[config.mk]
export PLATFORM = sky130hd
export DESIGN_NAME = rs_dispatch_ctrl_flat
export DESIGN_NICKNAME = d
export VERILOG_FILES = /design/src/rtl/rs_dispatch_if.sv /design/src/rtl/rs_dispatch_ctrl.sv /design/src/flat_wrapper.sv
export SDC_FILE = /design/constraint.sdc
export NUM_CORES = 1
export LEC_CHECK = 0
export CORE_UTILIZATION = 51
export CTS_CLUSTER_DIAMETER = 30
export DETAILED_ROUTE_END_ITERATION = 8
export PLACE_DENSITY = 0.8
export REMOVE_ABC_BUFFERS = 1
export SYNTH_ARGS = -nofsm -noshare
export SYNTH_HDL_FRONTEND = slang
export SYNTH_SLANG_ARGS = --single-unit
[constraint.sdc]
create_clock -name clk -period 3.91 [get_ports clk]
set_input_delay 0.782 -clock clk [delete_from_list [all_inputs] [get_ports clk]]
set_output_delay 0.782 -clock clk [all_outputs]
set_load 0.05 [all_outputs]
[src/rtl/rs_dispatch_if.sv]
// rtl/rs_dispatch_if.sv - dispatch/RS handshake bundle for the RS credit controller
interface rs_dispatch_if #(
  parameter int ISSUE_W = 2
);
  logic [ISSUE_W-1:0] disp_valid;
  logic [ISSUE_W-1:0] disp_ready;
  logic [ISSUE_W-1:0] rs_alloc_en;
  logic [ISSUE_W-1:0] rs_issue_valid;
  logic               flush_req;
  logic               rs_flush;

  modport master (
    output disp_valid,
    output rs_issue_valid,
    output flush_req,
    input  disp_ready,
    input  rs_alloc_en,
    input  rs_flush
  );

  modport slave (
    input  disp_valid,
    input  rs_issue_valid,
    input  flush_req,
    output disp_ready,
    output rs_alloc_en,
    output rs_flush
  );
endinterface

[src/rtl/rs_dispatch_ctrl.sv]
// rtl/rs_dispatch_ctrl.sv - credit-based rename->RS dispatch gate with flush/recovery sequencing
module rs_dispatch_ctrl #(
  parameter int  RS_ENTRIES   = 16,
  parameter int  ISSUE_W      = 2,
  parameter int  FLUSH_CYCLES = 2,
  localparam int CNT_W        = $clog2(RS_ENTRIES + 1)
) (
  input  logic             clk,
  input  logic             reset,
  rs_dispatch_if.slave     disp,
  output logic [CNT_W-1:0] free_count,
  output logic             rs_full,
  output logic             rs_empty,
  output logic [31:0]      stall_cycles,
  output logic             credit_err
);

  localparam int REC_W = (FLUSH_CYCLES > 1) ? $clog2(FLUSH_CYCLES) : 1;

  localparam logic [1:0] ST_RUN     = 2'd0;
  localparam logic [1:0] ST_FLUSH   = 2'd1;
  localparam logic [1:0] ST_RECOVER = 2'd2;

  logic [1:0]         state;
  logic [REC_W-1:0]   rec_cnt;
  logic [ISSUE_W-1:0] ready;
  logic [ISSUE_W-1:0] alloc;
  logic [CNT_W:0]     free_sum;
  logic               credit_ovf;
  logic               stall_now;

  function automatic logic [CNT_W:0] popcnt(input logic [ISSUE_W-1:0] v);
    logic [CNT_W:0] n;
    n = '0;
    for (int i = 0; i < ISSUE_W; i++) begin
      n = n + (CNT_W+1)'(v[i]);
    end
    return n;
  endfunction

  // In-order acceptance: lane k needs k+1 credits and every lower lane valid.
  always_comb begin
    logic run_ok;
    logic lower_ok;
    ready    = '0;
    run_ok   = (state == ST_RUN) && !disp.flush_req;
    lower_ok = 1'b1;
    for (int k = 0; k < ISSUE_W; k++) begin
      ready[k] = run_ok && lower_ok && ({1'b0, free_count} > (CNT_W+1)'(k));
      lower_ok = lower_ok & disp.disp_valid[k];
    end
  end

  assign alloc            = disp.disp_valid & ready;
  assign disp.disp_ready  = ready;
  assign disp.rs_alloc_en = alloc;
  assign disp.rs_flush    = (state == ST_FLUSH);

  assign free_sum   = {1'b0, free_count} - popcnt(alloc) + popcnt(disp.rs_issue_valid);
  assign credit_ovf = free_sum > (CNT_W+1)'(RS_ENTRIES);
  assign stall_now  = |(disp.disp_valid & ~ready);

  assign rs_full  = (free_count == '0);
  assign rs_empty = (free_count == CNT_W'(RS_ENTRIES));

  always_ff @(posedge clk or posedge reset) begin
    if (reset) begin
      state        <= ST_RUN;
      rec_cnt      <= '0;
      free_count   <= CNT_W'(RS_ENTRIES);
      stall_cycles <= '0;
      credit_err   <= 1'b0;
    end else begin
      if (stall_now && (stall_cycles != 32'hFFFF_FFFF)) begin
        stall_cycles <= stall_cycles + 32'd1;
      end
      if (state == ST_FLUSH) begin
        free_count <= CNT_W'(RS_ENTRIES);
      end
      if (disp.flush_req) begin
        state <= ST_FLUSH;
      end else begin
        case (state)
          ST_RUN: begin
            if (credit_ovf) begin
              free_count <= CNT_W'(RS_ENTRIES);
              credit_err <= 1'b1;
            end else begin
              free_count <= free_sum[CNT_W-1:0];
            end
          end
          ST_FLUSH: begin
            state   <= ST_RECOVER;
            rec_cnt <= REC_W'(FLUSH_CYCLES - 1);
          end
          ST_RECOVER: begin
            // Credit returns here belong to squashed uops and are dropped.
            if (rec_cnt == '0) begin
              state <= ST_RUN;
            end else begin
              rec_cnt <= rec_cnt - 1'b1;
            end
          end
          default: state <= ST_RUN;
        endcase
      end
    end
  end

endmodule
[src/flat_wrapper.sv]
// flat-port wrapper written by rule: the top's interface ports become plain ports
module rs_dispatch_ctrl_flat 
#(
  parameter int  RS_ENTRIES   = 16,
  parameter int  ISSUE_W      = 2,
  parameter int  FLUSH_CYCLES = 2,
  localparam int CNT_W        = $clog2(RS_ENTRIES + 1)
)
  (clk, reset, free_count, rs_full, rs_empty, stall_cycles, credit_err, disp_disp_valid, disp_rs_issue_valid, disp_flush_req, disp_disp_ready, disp_rs_alloc_en, disp_rs_flush);
  rs_dispatch_if #(.ISSUE_W(ISSUE_W)) disp_i ();
  input  logic clk;
  input  logic reset;
  output logic [CNT_W-1:0] free_count;
  output logic rs_full;
  output logic rs_empty;
  output logic [31:0] stall_cycles;
  output logic credit_err;
  input wire logic [$bits(disp_i.disp_valid)-1:0] disp_disp_valid;
  input wire logic [$bits(disp_i.rs_issue_valid)-1:0] disp_rs_issue_valid;
  input wire logic [$bits(disp_i.flush_req)-1:0] disp_flush_req;
  output wire logic [$bits(disp_i.disp_ready)-1:0] disp_disp_ready;
  output wire logic [$bits(disp_i.rs_alloc_en)-1:0] disp_rs_alloc_en;
  output wire logic [$bits(disp_i.rs_flush)-1:0] disp_rs_flush;
  assign disp_i.disp_valid = disp_disp_valid;
  assign disp_i.rs_issue_valid = disp_rs_issue_valid;
  assign disp_i.flush_req = disp_flush_req;
  assign disp_disp_ready = disp_i.disp_ready;
  assign disp_rs_alloc_en = disp_i.rs_alloc_en;
  assign disp_rs_flush = disp_i.rs_flush;
  rs_dispatch_ctrl #(.RS_ENTRIES(RS_ENTRIES), .ISSUE_W(ISSUE_W), .FLUSH_CYCLES(FLUSH_CYCLES)) u_core (.clk(clk), .reset(reset), .disp(disp_i), .free_count(free_count), .rs_full(rs_full), .rs_empty(rs_empty), .stall_cycles(stall_cycles), .credit_err(credit_err));
endmodule
Yosys cells after proc, flatten, opt, wreduce, memory -nomap -nowiden. Index checks and enable logic that the tools add are counted.

Register bits: 41. Bits in latches: 0. Memory bits (writable): 0. Bits in read-only memories: 0. Input bits: 7. Output and inout port bits: 45. Logic and storage cells: 46. Memories: 0.

Add/sub/neg operators: 6. $mul: 0. Divide/modulo/power cells: 0. Magnitude comparators: 3. Eq/ne operators: 6. Shift operators: 0. Multiplexer cells: 9. Bitwise operators: 4. Reduce and logical (&&, ||, !) cells: 13.

Operator list (count): 32-bit by 1-bit adder with 32-bit output, second input constant (1); 32-bit != test, second input constant (1); 5-bit 2-to-1 mux (4); 5-bit by 1-bit greater-than comparator with 1-bit output, second input constant (2); 6-bit adder (1); 6-bit by 5-bit greater-than comparator with 1-bit output, second input constant (1); 2-bit one-hot mux with 3 select lines (1); 5-bit by 6-bit subtractor with 6-bit output (1); 5-bit == test, second input constant (1); 1-bit logical AND (5); 5-bit logical NOT (1); 1-bit by 1-bit adder with 2-bit output (2); 2-bit bitwise AND (2); 2-bit 2-to-1 mux (2); 2-bit AND reduction (2); 3-bit != test, second input constant (1); 3-bit AND reduction (1); 2-bit by 1-bit == test with 1-bit output, second input constant (1); 2-bit == test, second input constant (1); 2-bit logical NOT (1); 2-bit != test, second input constant (1); 2-bit NOT (1); 1-bit one-hot mux with 2 select lines (1); 2-bit nonzero test (1); other kinds (5) (5).

Longest topological paths before layout. Gate-level depths: netlist of the first run.

Word-level depth: 12. Gate-level depth with buffers: 18. Gate-level depth less buffers: 17.

Worst setup path before layout of the first run. Ideal clock, no wire load.

Path type: reg2reg. Start point: reg u_core.free_count[3]. End point: reg u_core.free_count[0]. Library setup time: 122 ps. Arrival: 5177 ps. Required time: 3788 ps. Slack: -1388 ps. Cell stages (with the launch flop): 16. Buffers on the path: 0. Period minus slack after synthesis: 5298 ps. Cell sequence: dfrtp_1 > inv_1 > ha_1 > and3_1 > a211oi_1 > and2_1 > ha_1 > fa_1 > inv_1 > ha_1 > a21o_1 > a311oi_1 > o21bai_1 > xnor2_1 > o21a_1 > a32o_1.

Longest elaborated chain between the ends: 10. Elaborated cells on any way between the ends: 12. Those cells by class: add/sub: 3; order compare: 3; mux: 3; bitwise: 1; reduce/logical: 2.

RTL lines: start: declaration (RTL line rs_dispatch_ctrl.sv:11) `output logic [CNT_W-1:0] free_count,`; start signal: assignment (RTL line rs_dispatch_ctrl.sv:70) `free_count <= CNT_W'(RS_ENTRIES);`; start signal: assignment (RTL line rs_dispatch_ctrl.sv:78) `free_count <= CNT_W'(RS_ENTRIES);`; start signal: assignment (RTL line rs_dispatch_ctrl.sv:86) `free_count <= CNT_W'(RS_ENTRIES);`; 5-bit by 1-bit greater-than comparator with 1-bit output (*) (RTL line rs_dispatch_ctrl.sv:49) `ready[k] = run_ok && lower_ok && ({1'b0, free_count} > (CNT_W+1)'(k));`; 1-bit logical AND (*) (RTL line rs_dispatch_ctrl.sv:49); named net disp_disp_ready[1] (RTL line flat_wrapper.sv:21) `output wire logic [$bits(disp_i.disp_ready)-1:0] disp_disp_ready;`; 2-bit bitwise AND (*) (RTL line rs_dispatch_ctrl.sv:54) `assign alloc = disp.disp_valid & ready;`; named net disp_rs_alloc_en[1] (RTL line flat_wrapper.sv:22) `output wire logic [$bits(disp_i.rs_alloc_en)-1:0] disp_rs_alloc_en;`; 1-bit by 1-bit adder with 2-bit output (*) (RTL line rs_dispatch_ctrl.sv:36) `n = n + (CNT_W+1)'(v[i]);`; 5-bit by 6-bit subtractor with 6-bit output (*) (RTL line rs_dispatch_ctrl.sv:59) `assign free_sum = {1'b0, free_count} - popcnt(alloc) + popcnt(disp.rs_issue_valid);`; 6-bit adder (*) (RTL line rs_dispatch_ctrl.sv:59); 6-bit by 5-bit greater-than comparator with 1-bit output (RTL line rs_dispatch_ctrl.sv:60) `assign credit_ovf = free_sum > (CNT_W+1)'(RS_ENTRIES);`; 5-bit 2-to-1 mux (*) (RTL line rs_dispatch_ctrl.sv:85) `if (credit_ovf) begin`; 5-bit 2-to-1 mux (*) (RTL line rs_dispatch_ctrl.sv:83) `case (state)`; 5-bit 2-to-1 mux (*) (RTL line rs_dispatch_ctrl.sv:80) `if (disp.flush_req) begin`.

The timed path passes the listed nets; every way through them passes the cells marked *. A chain may end at the register's enable or synchronous reset.

Final worst setup path of the first run.
Start point: in disp_disp_valid[0]. End point: reg u_core.free_count[3].

Longest elaborated chain between the ends: 10.

RTL lines: start: declaration (RTL line flat_wrapper.sv:18) `input wire logic [$bits(disp_i.disp_valid)-1:0] disp_disp_valid;`; 1-bit logical AND (2 in a row) (RTL line rs_dispatch_ctrl.sv:49); 2-bit bitwise AND (*) (RTL line rs_dispatch_ctrl.sv:54); 1-bit by 1-bit adder with 2-bit output (*) (RTL line rs_dispatch_ctrl.sv:36); 5-bit by 6-bit subtractor with 6-bit output (*) (RTL line rs_dispatch_ctrl.sv:59); 6-bit adder (*) (RTL line rs_dispatch_ctrl.sv:59); 6-bit by 5-bit greater-than comparator with 1-bit output (RTL line rs_dispatch_ctrl.sv:60); 5-bit 2-to-1 mux (*) (RTL line rs_dispatch_ctrl.sv:85); 5-bit 2-to-1 mux (*) (RTL line rs_dispatch_ctrl.sv:83); 5-bit 2-to-1 mux (*) (RTL line rs_dispatch_ctrl.sv:80); end signal: assignment (RTL line rs_dispatch_ctrl.sv:78); end signal: assignment (RTL line rs_dispatch_ctrl.sv:86); end signal: assignment (RTL line rs_dispatch_ctrl.sv:89) `free_count <= free_sum[CNT_W-1:0];`.

Every way passes the cells marked *; elsewhere a longest branch is shown, timed or not.

==> parameters.txt, run 1 <==
Parameter                              Value

Timing
  Worst setup skew after layout ... 0.00684 ns
  Hold slack final ... 0.497 ns
  Normalized max-slew margin ... 51.2%
  Unrepaired setup endpoints after global routing ... false
  Total negative slack for setup checks ... 0 ns
  Timing-limited maximum frequency ... 270 MHz
  Final cycle utilization of the critical path ... 94.7%
  Count of endpoints failing hold in the final timing report ... 0
  Number of endpoints failing setup at the final stage ... 0
  Post-layout min period ... 3.70 ns
  Number of max-slew violations in the final report ... 0
  Pin slew with the least headroom to its limit ... 0.730 ns
  Final WS setup ... 0.206 ns

Power and ir drop
  Pwr/cell area ... 627 nW/µm²
  Tot Pwr ... 1.99 mW
  Static leakage ... 1.43 nW
  Peak VDD IR ... 0.466 mV

Worst setup path
  Critical path's largest stage delay ... 0.49 ns
  Req. time, crit path ... 4.09 ns
  Critical path arrival ... 3.88 ns
  Reg2reg setup slack ... 0.27 ns
  FF-to-FF path depth ... 16
  Sequence of cells on the critical path ... clkdlybuf4s50_1 -> nand2_1 -> a211oi_2 -> and2_4 -> ha_1 -> ha_1 -> inv_1 -> ha_1 -> fa_1 -> a21oi_1 -> nor2_1 -> nor2_1 -> xnor2_1 -> o21a_1 -> a32o_1
  Element type at the critical path end ... flip-flop
  Critical path's top delay family ... adder cells
  Crit path kind ... in -> reg
  Critical path fanouts, max ... 5
  Most repeated library cell on the critical path ... sky130_fd_sc_hd__ha_1
  Crit path buf inv count ... 2
  Reg-to-reg critical path endpoint ... u_core.free_count[3]$_DFF_PP0_
  Element type at the critical path start ... primary input
  Critical Path Slowest Stage Cell ... sky130_fd_sc_hd__clkdlybuf4s50_1
  Worst flop-to-flop path startpoint ... u_core.free_count[4]$_DFF_PP1_

Clock network
  Worst-skew pair later-pin latency ... 0.29 ns
  Clock Root Buffer ... sky130_fd_sc_hd__clkbuf_8
  Clock buffer depth ... 2
  Clock Pin Slew Worst Setup and Hold Paths ... 0.08 ns
  Clock tree from TritonCTS ... yes
  H-tree Lvls ... 2
  CTS sink count ... 41
  Number of buffers added by the clock tree synthesis step ... 5
  Hold-fix buffers, CTS ... 0

Logic synthesis
  Post-synth top area share ... 41.5%
  Dominant synthesized flop cell ... sky130_fd_sc_hd__dfrtp_1
  Summed instance area of the synthesized netlist ... 2410 µm²
  Most area-consuming cells after synthesis ... sky130_fd_sc_hd__dfrtp_1 (42%), sky130_fd_sc_hd__xnor2_1 (11%), sky130_fd_sc_hd__ha_1 (7.8%), sky130_fd_sc_hd__nand3_2 (2.9%), sky130_fd_sc_hd__nand4_1 (2.9%)
  Avg Synthesized Cell Area ... 11.2 µm²
  Cell type with the highest aggregate area in the netlist ... sky130_fd_sc_hd__dfrtp_1
  Proportion of synthesized chip area in sequential cells ... 42.6%
  Post-synthesis instance total ... 215
  Register bit count reported by yosys ... 41
  Count of synthesis-stage warnings from yosys ... 0
  Number of enable-type register cells in the synthesized netlist ... 0
  Fraction of registers with async set/reset ... 100%
  Number of distinct library cell variants in the gate-level netlist after synthesis ... 47

Worst hold path
  Worst Min Path Start ... u_core.stall_cycles[22]$_DFFE_PP0P_
  Number of stages on the worst hold path ... 1
  Hold Path End ... u_core.stall_cycles[22]$_DFFE_PP0P_
  Type of the tightest min-delay check ... reg -> reg

Floorplanning
  Initial standard-cell utilization of the core ... 54.2%
  Number of standard-cell rows in the floorplan ... 24
  Y dimension of the die ... 70.7 µm
  Die extent in x ... 70.7 µm
  Number of ports placed on the die boundary ... 52
  Full die area ... 5000 µm²
  Core Box Area ... 4440 µm²

Place
  Setup slack at placement ... -0.297 ns
  Placer congestion estimate ... 0.816
  Total placed instance area ... 3040 µm²
  Count of input and output buffers ... 51
  Post-detail-place hpwl ... 3.67 mm

Layout
  Final instance area ... 3170 µm²
  Leading cell types in the layout, fill and taps excluded ... sky130_fd_sc_hd__clkdlybuf4s50_1 (47), sky130_fd_sc_hd__dfrtp_1 (40), sky130_fd_sc_hd__xnor2_1 (30), sky130_fd_sc_hd__ha_1 (15), sky130_fd_sc_hd__buf_4 (15)
  Area added between synthesis and finish ... 31.7%
  Count of antenna diodes in the layout ... 0
  Final-stage net count ... 305
  Share of post-route cells with drive strength above 1 ... 19.2%
  Most common library cell in the layout ignoring fill and taps ... sky130_fd_sc_hd__clkdlybuf4s50_1

Drt
  Met2 routed wirelength ... 2.32 mm
  Post-route ant nets ... 0
  Initial detailed-routing violation count ... 91
  Via/cell ratio ... 5.45
  Drc violations ... 8
  Wl on met1 ... 2.29 mm
  Total length of routed wires ... 4.90 mm
  Number of detailed-route iterations in the first pass ... 6
  Via total after detailed routing ... 1,815
  Topmost layer with routed signal wires ... met4
  Routed wl met3 ... 229 µm
  Post-DR wirelength/cell ... 14.7 µm

Job
  Maximum capacitance violations ... 0

Global route
  Wire length of the first global-routing pass ... 8.22 mm
  GRT Total Usage ... 20.8%
  Maximum number of pins on one net before global-route repair ... 42
  Number of global-route vias before repair ... 1,762
  Antenna violations before repair ... 0
  Grt total ovfl ... 0

Run status
  Run status ... complete, but fails checks
  Violations in the final reports ... design-rule violations
routing by layer:
metal  vias up  global-route usage (%)
met3         7                    4.27
li1        885                       -
met2        40                    34.3
met1       883                    28.4
met4         0                    5.33
met5         -                       0
kinds of logic (layout without fill, tap and decap cells):
family                   count (synthesis)  after routing  share of synthesized area, %
AO/OA/AOI/OAI                           24             24                          8.93
XOR/XNOR                                35             35                          12.7
adder cells (fa/ha/maj)                 17             17                          9.45
buffers and inverters                   20             86                          3.95
flip-flops                              41             41                          42.6
multiplexers                             1              1                         0.467
AND/OR/NAND/NOR                         77             77                          21.9
how the worst max path moves through the flow:
stage,start,endpoint,slack [ns],cells after the start
3_3_place_gp,disp_flush_req,u_core.free_count[1]$_DFF_PP0_,-0.19,15
4_1_cts,disp_flush_req,u_core.free_count[3]$_DFF_PP0_,0.04,15
3_5_place_dp,disp_flush_req,u_core.free_count[3]$_DFF_PP0_,-0.30,15
2_1_floorplan,u_core.free_count[3]$_DFF_PP0_,u_core.free_count[0]$_DFF_PP0_,-1.39,15
5_1_grt,u_core.free_count[4]$_DFF_PP1_,u_core.free_count[1]$_DFF_PP0_,0.05,16
6_report,disp_disp_valid[0],u_core.free_count[3]$_DFF_PP0_,0.21,15
cells in the mapped netlist, types with 2 or more instances:
cell type                   n
sky130_fd_sc_hd__and4_4     2
sky130_fd_sc_hd__and3_1     9
sky130_fd_sc_hd__o21ai_0    2
sky130_fd_sc_hd__dfrtp_1   40
sky130_fd_sc_hd__nand2_1   11
sky130_fd_sc_hd__nand3b_2   2
sky130_fd_sc_hd__xor2_1     5
sky130_fd_sc_hd__a32o_1     4
sky130_fd_sc_hd__nor2b_1    2
sky130_fd_sc_hd__o21bai_1   2
sky130_fd_sc_hd__nor3_2     2
sky130_fd_sc_hd__nand3_2    7
sky130_fd_sc_hd__a21o_1     3
sky130_fd_sc_hd__ha_1      15
sky130_fd_sc_hd__nand4_1   11
sky130_fd_sc_hd__and4_1     3
sky130_fd_sc_hd__buf_6      2
sky130_fd_sc_hd__inv_1     15
sky130_fd_sc_hd__fa_1       2
sky130_fd_sc_hd__nor2_1     8
sky130_fd_sc_hd__and2_1     3
sky130_fd_sc_hd__nand2b_1   2
sky130_fd_sc_hd__nand3_1    7
sky130_fd_sc_hd__a21oi_1    4
sky130_fd_sc_hd__xnor2_1   30
power breakdown:
group / leakage, nW / internal [mW] / switching, mW
Combinational: 0.835 / 0.446 / 0.641
Clock: 0.0540 / 0.185 / 0.137
Sequential: 0.540 / 0.492 / 0.0880
timing repair:
action | CTS | global route
endpoints found under the setup margin | 4 | 5
gates resized for setup | 1 | 7
endpoints found under the hold margin | 0 | 0
pin swaps | 0 | 6
buffers inserted | 0 | 1
cloned | 0 | 0
stage by stage:
stage               utilization, %  instances
floorplan                        -        210
global placement              68.4        325
detailed placement            68.4        325
CTS                           70.8        332
global route                  71.4        333
finish                        71.4        333
cell type report:
| type | count | area, µm² |
|---|---|---|
| Clock inverter | 2 | 35.0 |
| Clock buffer | 5 | 68.8 |
| Sequential cell | 41 | 1030 |
| Inverter | 15 | 56.3 |
| Fill cell | 348 | 1270 |
| Timing Repair Buffer | 64 | 616 |
| Tap cell | 52 | 65.1 |
| Multi-Input combinational cell | 154 | 1310 |
sequential cells by signal, summed over array words and instances, names as in the netlist:
signal               cells
u_core.stall_cycles     32
u_core.free_count        5
u_core.state             2
u_core.credit_err        1
u_core.rec_cnt           1
worst reg2reg max path, cell delays in order (launching register included):
cell                       delay (ns)
sky130_fd_sc_hd__dfstp_2         0.60
sky130_fd_sc_hd__inv_2           0.09
sky130_fd_sc_hd__ha_1            0.18
sky130_fd_sc_hd__o31ai_1         0.06
sky130_fd_sc_hd__and2_4          0.20
sky130_fd_sc_hd__a211oi_2        0.05
sky130_fd_sc_hd__and2_4          0.16
sky130_fd_sc_hd__ha_1            0.18
sky130_fd_sc_hd__fa_1            0.50
sky130_fd_sc_hd__inv_2           0.05
sky130_fd_sc_hd__ha_1            0.28
sky130_fd_sc_hd__a21o_1          0.20
sky130_fd_sc_hd__a311oi_2        0.25
sky130_fd_sc_hd__o21bai_1        0.12
sky130_fd_sc_hd__xnor2_1         0.23
sky130_fd_sc_hd__o21a_1          0.25
sky130_fd_sc_hd__a32o_1          0.18
No activity file was read; power rests on OpenSTA's default activity.
==> run 2, diff against run 1 <==
--- a/config.mk
+++ b/config.mk
@@ -10,6 +10,7 @@
 export DETAILED_ROUTE_END_ITERATION = 8
 export PLACE_DENSITY = 0.8
 export REMOVE_ABC_BUFFERS = 1
+export SKIP_CTS_REPAIR_TIMING = 1
 export SYNTH_ARGS = -nofsm -noshare
 export SYNTH_HDL_FRONTEND = slang
 export SYNTH_SLANG_ARGS = --single-unit
==> results of run 2 <==
No change in the layout: final DEF, timing and power equal those of run 1.
